## src/rtl/game_input_conditioner.sv

```systemverilog
// Button conditioner for the game-logic stage.
// Each of left/right/throw is synchronised, debounced on sample_tick, and turned into a
// sticky event flag. Left/right can auto-repeat while held. consume clears the flags, and
// overrun records any event that landed on a flag that was already set.
module game_input_conditioner #(
  parameter int unsigned DEBOUNCE_CNT  = 20,
  parameter int unsigned REPEAT_DELAY  = 400,
  parameter int unsigned REPEAT_PERIOD = 100,
  parameter logic [2:0]  REPEAT_MASK   = 3'b011,
  parameter int unsigned CNT_W         = 10
) (
  input  logic       CLK,
  input  logic       reset,
  input  logic       sample_tick,
  input  logic [2:0] btn_raw,
  input  logic       consume,
  output logic [2:0] evt,
  output logic [2:0] held,
  output logic [2:0] overrun
);

  typedef enum logic [2:0] {
    StIdle,
    StPressWait,
    StHeld,
    StRepeat,
    StReleaseWait
  } state_e;

  localparam logic [CNT_W-1:0] CntOne = CNT_W'(1);
  localparam logic [CNT_W-1:0] DebLim = CNT_W'(DEBOUNCE_CNT);
  localparam logic [CNT_W-1:0] DlyLim = CNT_W'(REPEAT_DELAY);
  localparam logic [CNT_W-1:0] PerLim = CNT_W'(REPEAT_PERIOD);

  logic [2:0]       sync1_q, sync2_q;
  logic [2:0]       s;
  state_e           state_q [3];
  state_e           state_d [3];
  logic [CNT_W-1:0] cnt_q   [3];
  logic [CNT_W-1:0] cnt_d   [3];
  logic [2:0]       held_q, held_d;
  logic [2:0]       evt_q, evt_d;
  logic [2:0]       overrun_q, overrun_d;
  logic [2:0]       raise, rep_raise, evt_raise;

  assign s = sync2_q;

  // Per-channel debounce / auto-repeat next-state; only a sample_tick moves anything.
  always_comb begin
    for (int i = 0; i < 3; i++) begin
      state_d[i]   = state_q[i];
      cnt_d[i]     = cnt_q[i];
      held_d[i]    = held_q[i];
      raise[i]     = 1'b0;
      rep_raise[i] = 1'b0;
      if (sample_tick) begin
        case (state_q[i])
          StIdle: begin
            if (s[i]) begin
              if (DEBOUNCE_CNT == 1) begin
                state_d[i] = StHeld;
                held_d[i]  = 1'b1;
                raise[i]   = 1'b1;
                cnt_d[i]   = '0;
              end else begin
                state_d[i] = StPressWait;
                cnt_d[i]   = CntOne;
              end
            end
          end
          StPressWait: begin
            if (!s[i]) begin
              state_d[i] = StIdle;
              cnt_d[i]   = '0;
            end else if (cnt_q[i] + CntOne == DebLim) begin
              state_d[i] = StHeld;
              held_d[i]  = 1'b1;
              raise[i]   = 1'b1;
              cnt_d[i]   = '0;
            end else begin
              cnt_d[i] = cnt_q[i] + CntOne;
            end
          end
          StHeld, StRepeat: begin
            if (!s[i]) begin
              // A single-tick debounce releases at once; release-wait could never match.
              if (DEBOUNCE_CNT == 1) begin
                state_d[i] = StIdle;
                held_d[i]  = 1'b0;
                cnt_d[i]   = '0;
              end else begin
                state_d[i] = StReleaseWait;
                cnt_d[i]   = CntOne;
              end
            end else if (state_q[i] == StRepeat) begin
              if (cnt_q[i] + CntOne == PerLim) begin
                raise[i]     = 1'b1;
                rep_raise[i] = 1'b1;
                cnt_d[i]     = '0;
              end else begin
                cnt_d[i] = cnt_q[i] + CntOne;
              end
            end else if (REPEAT_MASK[i]) begin
              if (cnt_q[i] + CntOne == DlyLim) begin
                state_d[i]   = StRepeat;
                raise[i]     = 1'b1;
                rep_raise[i] = 1'b1;
                cnt_d[i]     = '0;
              end else begin
                cnt_d[i] = cnt_q[i] + CntOne;
              end
            end else begin
              cnt_d[i] = '0;
            end
          end
          StReleaseWait: begin
            if (s[i]) begin
              // Bounce during release: back to held, repeat delay restarts, no new event.
              state_d[i] = StHeld;
              cnt_d[i]   = '0;
            end else if (cnt_q[i] + CntOne == DebLim) begin
              state_d[i] = StIdle;
              held_d[i]  = 1'b0;
              cnt_d[i]   = '0;
            end else begin
              cnt_d[i] = cnt_q[i] + CntOne;
            end
          end
          default: begin
            state_d[i] = StIdle;
            cnt_d[i]   = '0;
          end
        endcase
      end
    end
  end

  // Left/right conflict filtering and sticky flag update (raise > consume > hold).
  always_comb begin
    evt_raise = raise;
    if (held_q[0] && held_q[1]) begin
      evt_raise[1:0] = raise[1:0] & ~rep_raise[1:0];
    end
    if (evt_raise[0] && evt_raise[1]) begin
      evt_raise[1:0] = 2'b00;
    end
    evt_d     = evt_raise | (evt_q & ~{3{consume}});
    overrun_d = overrun_q | (evt_raise & evt_q & ~{3{consume}});
  end

  // State registers, synchronous active-high reset.
  always_ff @(posedge CLK) begin
    if (reset) begin
      sync1_q   <= '0;
      sync2_q   <= '0;
      held_q    <= '0;
      evt_q     <= '0;
      overrun_q <= '0;
      for (int i = 0; i < 3; i++) begin
        state_q[i] <= StIdle;
        cnt_q[i]   <= '0;
      end
    end else begin
      sync1_q   <= btn_raw;
      sync2_q   <= sync1_q;
      held_q    <= held_d;
      evt_q     <= evt_d;
      overrun_q <= overrun_d;
      for (int i = 0; i < 3; i++) begin
        state_q[i] <= state_d[i];
        cnt_q[i]   <= cnt_d[i];
      end
    end
  end

  assign evt     = evt_q;
  assign held    = held_q;
  assign overrun = overrun_q;

endmodule

```

## config.mk

```make
export PLATFORM = sky130hd
export DESIGN_NAME = game_input_conditioner
export DESIGN_NICKNAME = d
export VERILOG_FILES = /design/src/rtl/game_input_conditioner.sv
export SDC_FILE = /design/constraint.sdc
export NUM_CORES = 1
export LEC_CHECK = 0
export ABC_CLOCK_PERIOD_IN_PS = 3000
export CAP_MARGIN = 40
export CORE_MARGIN = 2
export CORE_UTILIZATION = 30
export DETAILED_ROUTE_END_ITERATION = 10
export GPL_ROUTABILITY_DRIVEN = 0
export HOLD_SLACK_MARGIN = 0.02
export MAX_ROUTING_LAYER = met4
export SETUP_SLACK_MARGIN = 0.2
export SLEW_MARGIN = 10
export SYNTH_ARGS = -nofsm -noshare
export SYNTH_HDL_FRONTEND = slang
export SYNTH_SLANG_ARGS = --single-unit
```

## constraint.sdc

```tcl
create_clock -name CLK -period 3 [get_ports CLK]
set_input_delay 0.45 -clock CLK [delete_from_list [all_inputs] [get_ports CLK]]
set_output_delay 0.45 -clock CLK [all_outputs]
set_load 0.01 [all_outputs]
```

# Word-level counts from Yosys, hierarchy flattened
# Memory sizes are Yosys's and may differ from the RTL's.
# Cells that the tools add are included.
[op_classes]
addsub = 3
n_eq_ne = 32
muxes = 110
bitwise = 14
n_reduce_logical = 14
[op_table]
columns = ["cell", "n"]
rows = [
  ["$mux 10", 29],
  ["$pmux 10 s4", 3],
  ["$mux 3", 28],
  ["$mux 1", 39],
  ["$pmux 3 s4", 3],
  ["$add 10x1->10 const B", 3],
  ["$eq 10x5->1 const B", 3],
  ["$eq 10x7->1 const B", 3],
  ["$ne 2x2->1 const B", 12],
  ["$eq 10x9->1 const B", 2],
  ["$eq 3x2->1 const B", 6],
  ["$reduce_and 6->1", 3],
  ["$pmux 1 s2", 6],
  ["$and 3x3->3", 3],
  ["$eq 3x1->1 const B", 3],
  ["$eq 3x3->1 const B", 3],
  ["$logic_not 3->1", 3],
  ["$or 1x1->1", 6],
  ["$or 3x3->3", 2],
  ["$reduce_bool 2->1", 3],
  ["$reduce_or 2->1", 3],
  ["$mux 2", 2],
  ["$not 3->3", 1],
  ["$and 2x2->2", 1],
  ["2 further kinds", 3],
]
[word_totals]
register_bits = 15
mem_bits_rw = 39
input_bits = 7
out_inout_bits = 9
wordCells = 182
memories = 2
[memory_table]
columns = ["name", "depth", "width", "rd", "rd_ports_with_merged_regs", "wr", "line_no", "rtl"]
rows = [
  ["cnt_q", 3, 10, 3, 0, 3, "39", "logic [CNT_W-1:0] cnt_q [3];"],
  ["state_q", 3, 3, 3, 0, 3, "37", "state_e state_q [3];"],
]

# Longest topological paths before layout
# Gate-level depths: netlist of run 1.
[logic_depth]
depth_word = 15
ltp_mapped = 10
depth_no_buf = 8

# Worst setup path before layout of run 1
# OpenSTA, ideal clock, no wires.
[synth_timing]
kind = "flip-flop to flip-flop"
from = "memory cnt_q[1][0] (netlist: cnt_q[0][10])"
to = "memory cnt_q[1][4] (netlist: cnt_q[0][14])"
setup_ns = 0.121
arrival_ns = 2.131
t_required_ns = 2.879
path_slack_ns = 0.747
stages_incl_launch_ff = 10
n_path_buf = 1
period_less_slack_ns = 2.253
cell_sequence = "dfxtp_1 -> ha_1 -> clkbuf_1 -> nor2b_1 -> nand2_1 -> a2111oi_2 -> nor4_1 -> a22o_1 -> a41oi_1 -> a21oi_1"
[synth_lines]
columns = ["item", "line_no"]
rows = [
  ["from (decl)", "39"],
]

==> flow_summary_export.csv, run 1 <==
group,metric,value,unit
routing,wire_per_inst,13.59,um
yosys,yosysSeqAreaShare,31.41,%
place,hpwl,5901,um
sta,slew_headroom,55.83,%
power,total_power,0.001404,W
floorplanning,rows,39,
setup_path,cp-end-kind,"register",
routing,wl_met2,3701,um
yosys,syn-cell-area,3442,um2
yosys,synth_largest_area_cell,"dfxtp_1",
finish,area_growth,11.60,%
setup_path,cp-start-kind,"register",
setup_path,slowest_stage,"or4b_1",
place,port_buffers,15,
routing,drc,0,
finish,utilization,33.93,%
global_route,grt_pass1_vias,3171,
routing,top_layer_used,"met4",
routing,drtPass1Iterations,4,
sta,max_freq,0.3831,GHz
yosys,postSynthAreaPerCell,7.262,um2
setup_path,path_class,"reg2reg",
global_route,grt.overflow.total,0,
routing,first_iter_violations,240,
sta,rsz0062_at_grt,"false",
floorplanning,io-pin-count,16,
finish,layout_commonest_cell,"nand2_1",
yosys,ys.flop_type,"dfxtp_1",
sta,fin_crit_sh,87.02,%
yosys,syn-instance-count,474,
setup_path,cp.arrival,2.83,ns
place,dp.cells,606,
yosys,synth.distinct_cells,66,
clock_tree,clkLatencyLatePin,0.29,ns
sta,min_period,2.611,ns
sta,setup_viol_count_final,0,
routing,vias_per_cell,5.456,
yosys,async_flop_share,0,%
clock_tree,cts_tree,"done",
yosys,synth-seq-cells,54,
yosys,synth-edff-count,0,
place,dpl_cell_area,3675,um2
setup_path,reg2reg_depth,8,
clock_tree,clk_pin_slew,0.07,ns
routing,dr_total_vias,3350,
sta,clock_skew,0.009639,ns
yosys,synth.area.top_cells,"dfxtp_1 31%, nand2_1 6.8%, a21oi_1 6.3%",
global_route,antenna_found_initial,0,
yosys,syn_nets,484,
run,drv_cap,0,
floorplanning,die_height,111.1,um
floorplanning,die_area,12350,um2
setup_path,cp_max_fo,9,
power,pwr-share-clk,41.6,%
finish,fill_cells,1248,
setup_path,critPathRequiredTime,3.21,ns
finish,layout_common_cells,"62 x nand2_1, 54 x dfxtp_1, 43 x a21oi_1",
global_route,grt_start_max_net_pins,27,
finish,final_nets,480,
routing,drt-met1-wl,4286,um
clock_tree,cts.path.max_buffers,2,
power,comb_power_share,6.0,%
hold_path,hold_depth,1,
yosys,yosysWarnings,0,
status,status,"finished, final reports clean",
yosys,synth_top_area_share,31.41,%
floorplanning,start_util,30.40,%
finish,drive_gt1_share,4.034,%
routing,postRouteAntennaNets,0,
routing,finalWirelength,8346,um
clock_tree,cts_hold_buffers,0,
clock_tree,post_cts.repair.setup_buffers,0,
sta,worstMarginPinSlew,0.6574,ns
setup_path,critical_path.max_stage_delay,0.49,ns
power,sequentialPowerShare,52.4,%
setup_path,path_cells,"ha_1, nand2b_1, o32a_1, o21ai_2, or4b_1, o22ai_1, o311ai_1, o2bb2ai_1",
clock_tree,cts_buffers,5,
clock_tree,h-tree-depth,2,
floorplanning,die_w,111.1,um
clock_tree,clock-root-buffer,"clkbuf_16",
power,leakage,1.270,nW
routing,met3_length,264,um
floorplanning,core,11320,um2
power,ir_drop,0.2064,mV
hold_path,hold_class,"reg2reg",
global_route,grt_pass1_wl,14570,um
power,power_density,365.4,nW/um2
clock_tree,clock_sink_count,54,
sta,finalMaxSlewViolations,0,
finish,finalInstanceArea,3841,um2
power,intPower,0.001086,W
power,p_sw_share,22.61,%
power,net-switching-power,0.0003173,W
finish,antenna_cells,0,
finish,layoutNonFillerInstCount,614,
sta,final.setup.tns,0,ns
sta,hold_viol,0,
global_route,gr-usage-all-layers,14.11,%
kinds of logic (layout without fill, tap and decap cells):
family / after synthesis / count (layout) / synth area share, %
compound gates: 145 / 145 / 27.19
xor+xnor: 9 / 9 / 2.290
fa+ha+maj: 3 / 3 / 1.091
buf+inv: 41 / 38 / 4.871
flops: 54 / 54 / 31.41
mux: 1 / 1 / 0.2908
simple gates: 221 / 221 / 32.86
synthesized netlist by cell type, drive strengths merged, types with 3 or more instances:
master    n
clkbuf   23
or2       3
or3b      3
and2      6
a31oi    12
o21a      6
nand2    62
o22ai     4
nor2     37
inv      11
o2bb2ai   3
xor2      5
nor3     12
or3       8
nand3b    3
o21ai    34
nand4    10
nor4      6
a41oi     3
ha        3
or4       4
o31ai     3
nand4b    4
nand2b    6
and3      9
nand3    22
a21o      7
nor2b    20
dfxtp    54
xnor2     4
a211oi    5
buf       7
a21oi    43
final timing paths:
kind / start / endpoint / slack [ns]
setup reg to reg: cnt_q[0][10]$_SDFFE_PP0P_ / overrun[1]$_SDFF_PP0_ / 0.39
hold reg to reg: sync1_q[0]$_SDFF_PP0_ / s[0]$_SDFF_PP0_ / 0.44
setup / recovery: cnt_q[0][10]$_SDFFE_PP0P_ / overrun[1]$_SDFF_PP0_ / 0.39
hold / removal: sync1_q[0]$_SDFF_PP0_ / s[0]$_SDFF_PP0_ / 0.44
area by class of cell:
type / instances / area (um2) / area share, %
timing repair buffer: 19 / 180.2 / 4.691
clock buffer: 7 / 142.6 / 3.713
clock inverter: 1 / 5.005 / 0.1303
tap: 143 / 178.9 / 4.658
inverter: 11 / 41.29 / 1.075
sequential: 54 / 1081 / 28.14
multi-input combinational: 379 / 2212 / 57.59
flip-flops by register name (all words and copies together) (netlist names):
signal,flops
sync1_q,3
overrun,3
held,3
s,3
state_q,9
cnt_q,30
evt,3
metrics by stage:
step,setup WS (ns),hold slack [ns]
after global placement,0.3160,0.4185
after CTS,0.4305,0.4377
after detailed placement,0.2360,0.4218
after global routing,0.2125,0.4723
after floorplan,0.7475,0.4138
final,0.3894,0.4373
power by group through the flow:
stage,combinational (W),clock [W],sequential [W]
floorplan,0.0000647,0,0.000744
global placement,0.0000821,0,0.000752
detailed placement,0.0000826,0,0.000753
CTS,0.0000834,0.000604,0.000736
global route,0.0000940,0.000638,0.000737
finish,0.0000837,0.000584,0.000736
critical path, delay by kind of cell (launching register included):
family                   cells  cell delay, ns
AO/OA/AOI/OAI                5            1.09
AND/OR/NAND/NOR              2            0.59
flip-flops                   1            0.45
adder cells (fa/ha/maj)      1            0.41
timing repair:
item	CTS	global route
endpoints found under the hold margin	0	0
resized for setup	0	2
setup endpoints to repair	0	3
routing by layer:
| metal | vias to the layer above | global-route usage [%] |
|---|---|---|
| met4 | 0 | 4.527 |
| met5 | - | - |
| li1 | 1725 | - |
| met3 | 6 | 2.296 |
| met1 | 1563 | 18.92 |
| met2 | 56 | 21.84 |
Power figures use the tool's default switching activity.
==> run 2: changes to the inputs <==
Settings changed: CORE_UTILIZATION 30 to 50, PLACE_DENSITY set to 0.68.
==> run 2 against run 1 <==
Compared with the run above: final area decreased by 3.5%; clock power decreased by 19%; non-clock buffer count decreased by 1; sequential cell count unchanged; critical endpoint is now cnt_q[0][18]$_SDFFE_PP0P_.
==> flow_summary_export.csv, run 2 (synthesis gave the netlist of run 1 again) <==
group,metric,value,unit
clock_tree,clkLatencyLatePin,0.31,ns
sta,rsz0062_at_grt,"false",
finish,largest_register_ffs,30,
finish,final_nets,479,
power,ir_drop,0.2259,mV
clock_tree,cts_tree,"done",
setup_path,crit_family,"compound AO/OA/AOI/OAI gates",
status,status,"finished, final reports clean",
setup_path,critPathRequiredTime,3.22,ns
routing,postRouteAntennaNets,0,
sta,hold_viol,0,
global_route,grt_pass1_vias,3046,
sta,final.setup.tns,0,ns
routing,finalWirelength,8071,um
clock_tree,cts.path.max_buffers,2,
global_route,grt_start_max_net_pins,30,
sta,worstMarginPinSlew,0.7499,ns
place,hpwl,5810,um
sta,fin_crit_sh,86.62,%
global_route,grt.overflow.total,0,
sta,clock_skew,0.01346,ns
power,power_density,348.6,nW/um2
clock_tree,h-tree-depth,2,
floorplanning,die_w,86.97,um
setup_path,critical_path.max_stage_delay,0.46,ns
floorplanning,start_util,51.23,%
run,drv_cap,0,
setup_path,path_class,"reg2reg",
clock_tree,post_cts.repair.setup_buffers,0,
routing,vias_per_cell,6.093,
sta,slew_headroom,50.00,%
setup_path,cp.arrival,2.82,ns
sta,setup_viol_count_final,0,
setup_path,cp_max_fo,9,
clock_tree,cts_buffers,5,
clock_tree,clk_pin_slew,0.10,ns
routing,drc,0,
floorplanning,die_height,86.97,um
floorplanning,io-pin-count,16,
setup_path,cp-start-kind,"register",
finish,area_growth,7.670,%
finish,reg_top3,"cnt_q x30, state_q x9",
floorplanning,die_area,7564,um2
clock_tree,clock_sink_count,54,
finish,layout_commonest_cell,"nand2_1",
clock_tree,cts_hold_buffers,0,
sta,max_freq,0.3848,GHz
routing,wire_per_inst,14.67,um
finish,layout_common_cells,"62 x nand2_1, 54 x dfxtp_1, 43 x a21oi_1",
floorplanning,rows,30,
routing,drtPass1Iterations,5,
global_route,gr-usage-all-layers,22.96,%
routing,first_iter_violations,273,
setup_path,path_cells,"ha_1, nand2b_1, o32a_1, o21ai_2, nand4_1, a41oi_1, nor4_1, a211o_1",
clock_tree,clock-root-buffer,"clkbuf_8",
global_route,grt_pass1_wl,13940,um
power,leakage,1.246,nW
finish,antenna_cells,0,
finish,drive_gt1_share,4.043,%
setup_path,slowest_stage,"dfxtp_1",
global_route,antenna_found_initial,0,
power,total_power,0.001292,W
place,port_buffers,15,
sta,min_period,2.599,ns
routing,dr_total_vias,3351,
sta,finalMaxSlewViolations,0,
finish,top_register,"cnt_q",
floorplanning,core,6719,um2
setup_path,cp_num_buf_inv,0,
hold_path,hold_class,"reg2reg",
setup_path,cp-end-kind,"register",
run 2: changes by cell type in the layout (fill, tap and decap cells not counted), sizes merged:
cell           previous run  this run
clkbuf                    7         8
clkdlybuf4s50            15        14
clkinv                    1         0
run 2: power by group:
part           internal [W]  switching, W
logic             0.0000291     0.0000522
registers          0.000724     0.0000125
clock network      0.000234      0.000241
total              0.000987      0.000306
run 2: per-layer routing:
metal	vias up	part of all wire, %	GRT usage, %
met5	-	0	-
met4	0	1.9	7.670
met3	11	2.8	3.602
met2	49	48	37.54
met1	1566	48	28.89
li1	1725	-	-
run 2: final timing paths:
path	slack (ns)	endpoint	startpoint	cells past startpoint
worst max-delay path	0.40	cnt_q[0][18]$_SDFFE_PP0P_	cnt_q[0][10]$_SDFFE_PP0P_	8
worst min-delay path	0.45	s[0]$_SDFF_PP0_	sync1_q[0]$_SDFF_PP0_	1
worst max register to register	0.40	cnt_q[0][18]$_SDFFE_PP0P_	cnt_q[0][10]$_SDFFE_PP0P_	8
worst min register to register	0.45	s[0]$_SDFF_PP0_	sync1_q[0]$_SDFF_PP0_	1
run 2: repair_timing:
action                                  CTS  global route
endpoints found under the setup margin    0             1
gates resized for setup                   0             1
hold endpoints to repair                  0             0
run 2: final cells by class:
| type | instances | area, um2 |
|---|---|---|
| fill | 650 | 3013 |
| multi-input combinational | 379 | 2206 |
| sequential | 54 | 1081 |
| timing repair buffer | 18 | 167.7 |
| clock buffer | 8 | 110.1 |
| tap | 80 | 100.1 |
| inverter | 11 | 41.29 |
run 2: worst reg2reg max path, stage by stage (launching register included):
cell,delay (ns)
dfxtp_1,0.46
ha_1,0.40
nand2b_1,0.09
o32a_1,0.19
o21ai_2,0.26
nand4_1,0.30
a41oi_1,0.43
nor4_1,0.10
a211o_1,0.27
run 2: metrics by stage:
stage          worst slack, ns  utilization, %  hold WS (ns)  cells  instance area, um2
6_report                0.4013           55.16        0.4480    550                3706
5_1_grt                 0.2783           55.16        0.4624    550                3706
4_1_cts                 0.4151           54.97        0.4558    550                3694
3_5_place_dp            0.2852           53.33        0.4339    542                3583
3_3_place_gp            0.3455           53.33        0.4184    542                3583
2_1_floorplan           0.7475               -        0.4138    474                3442
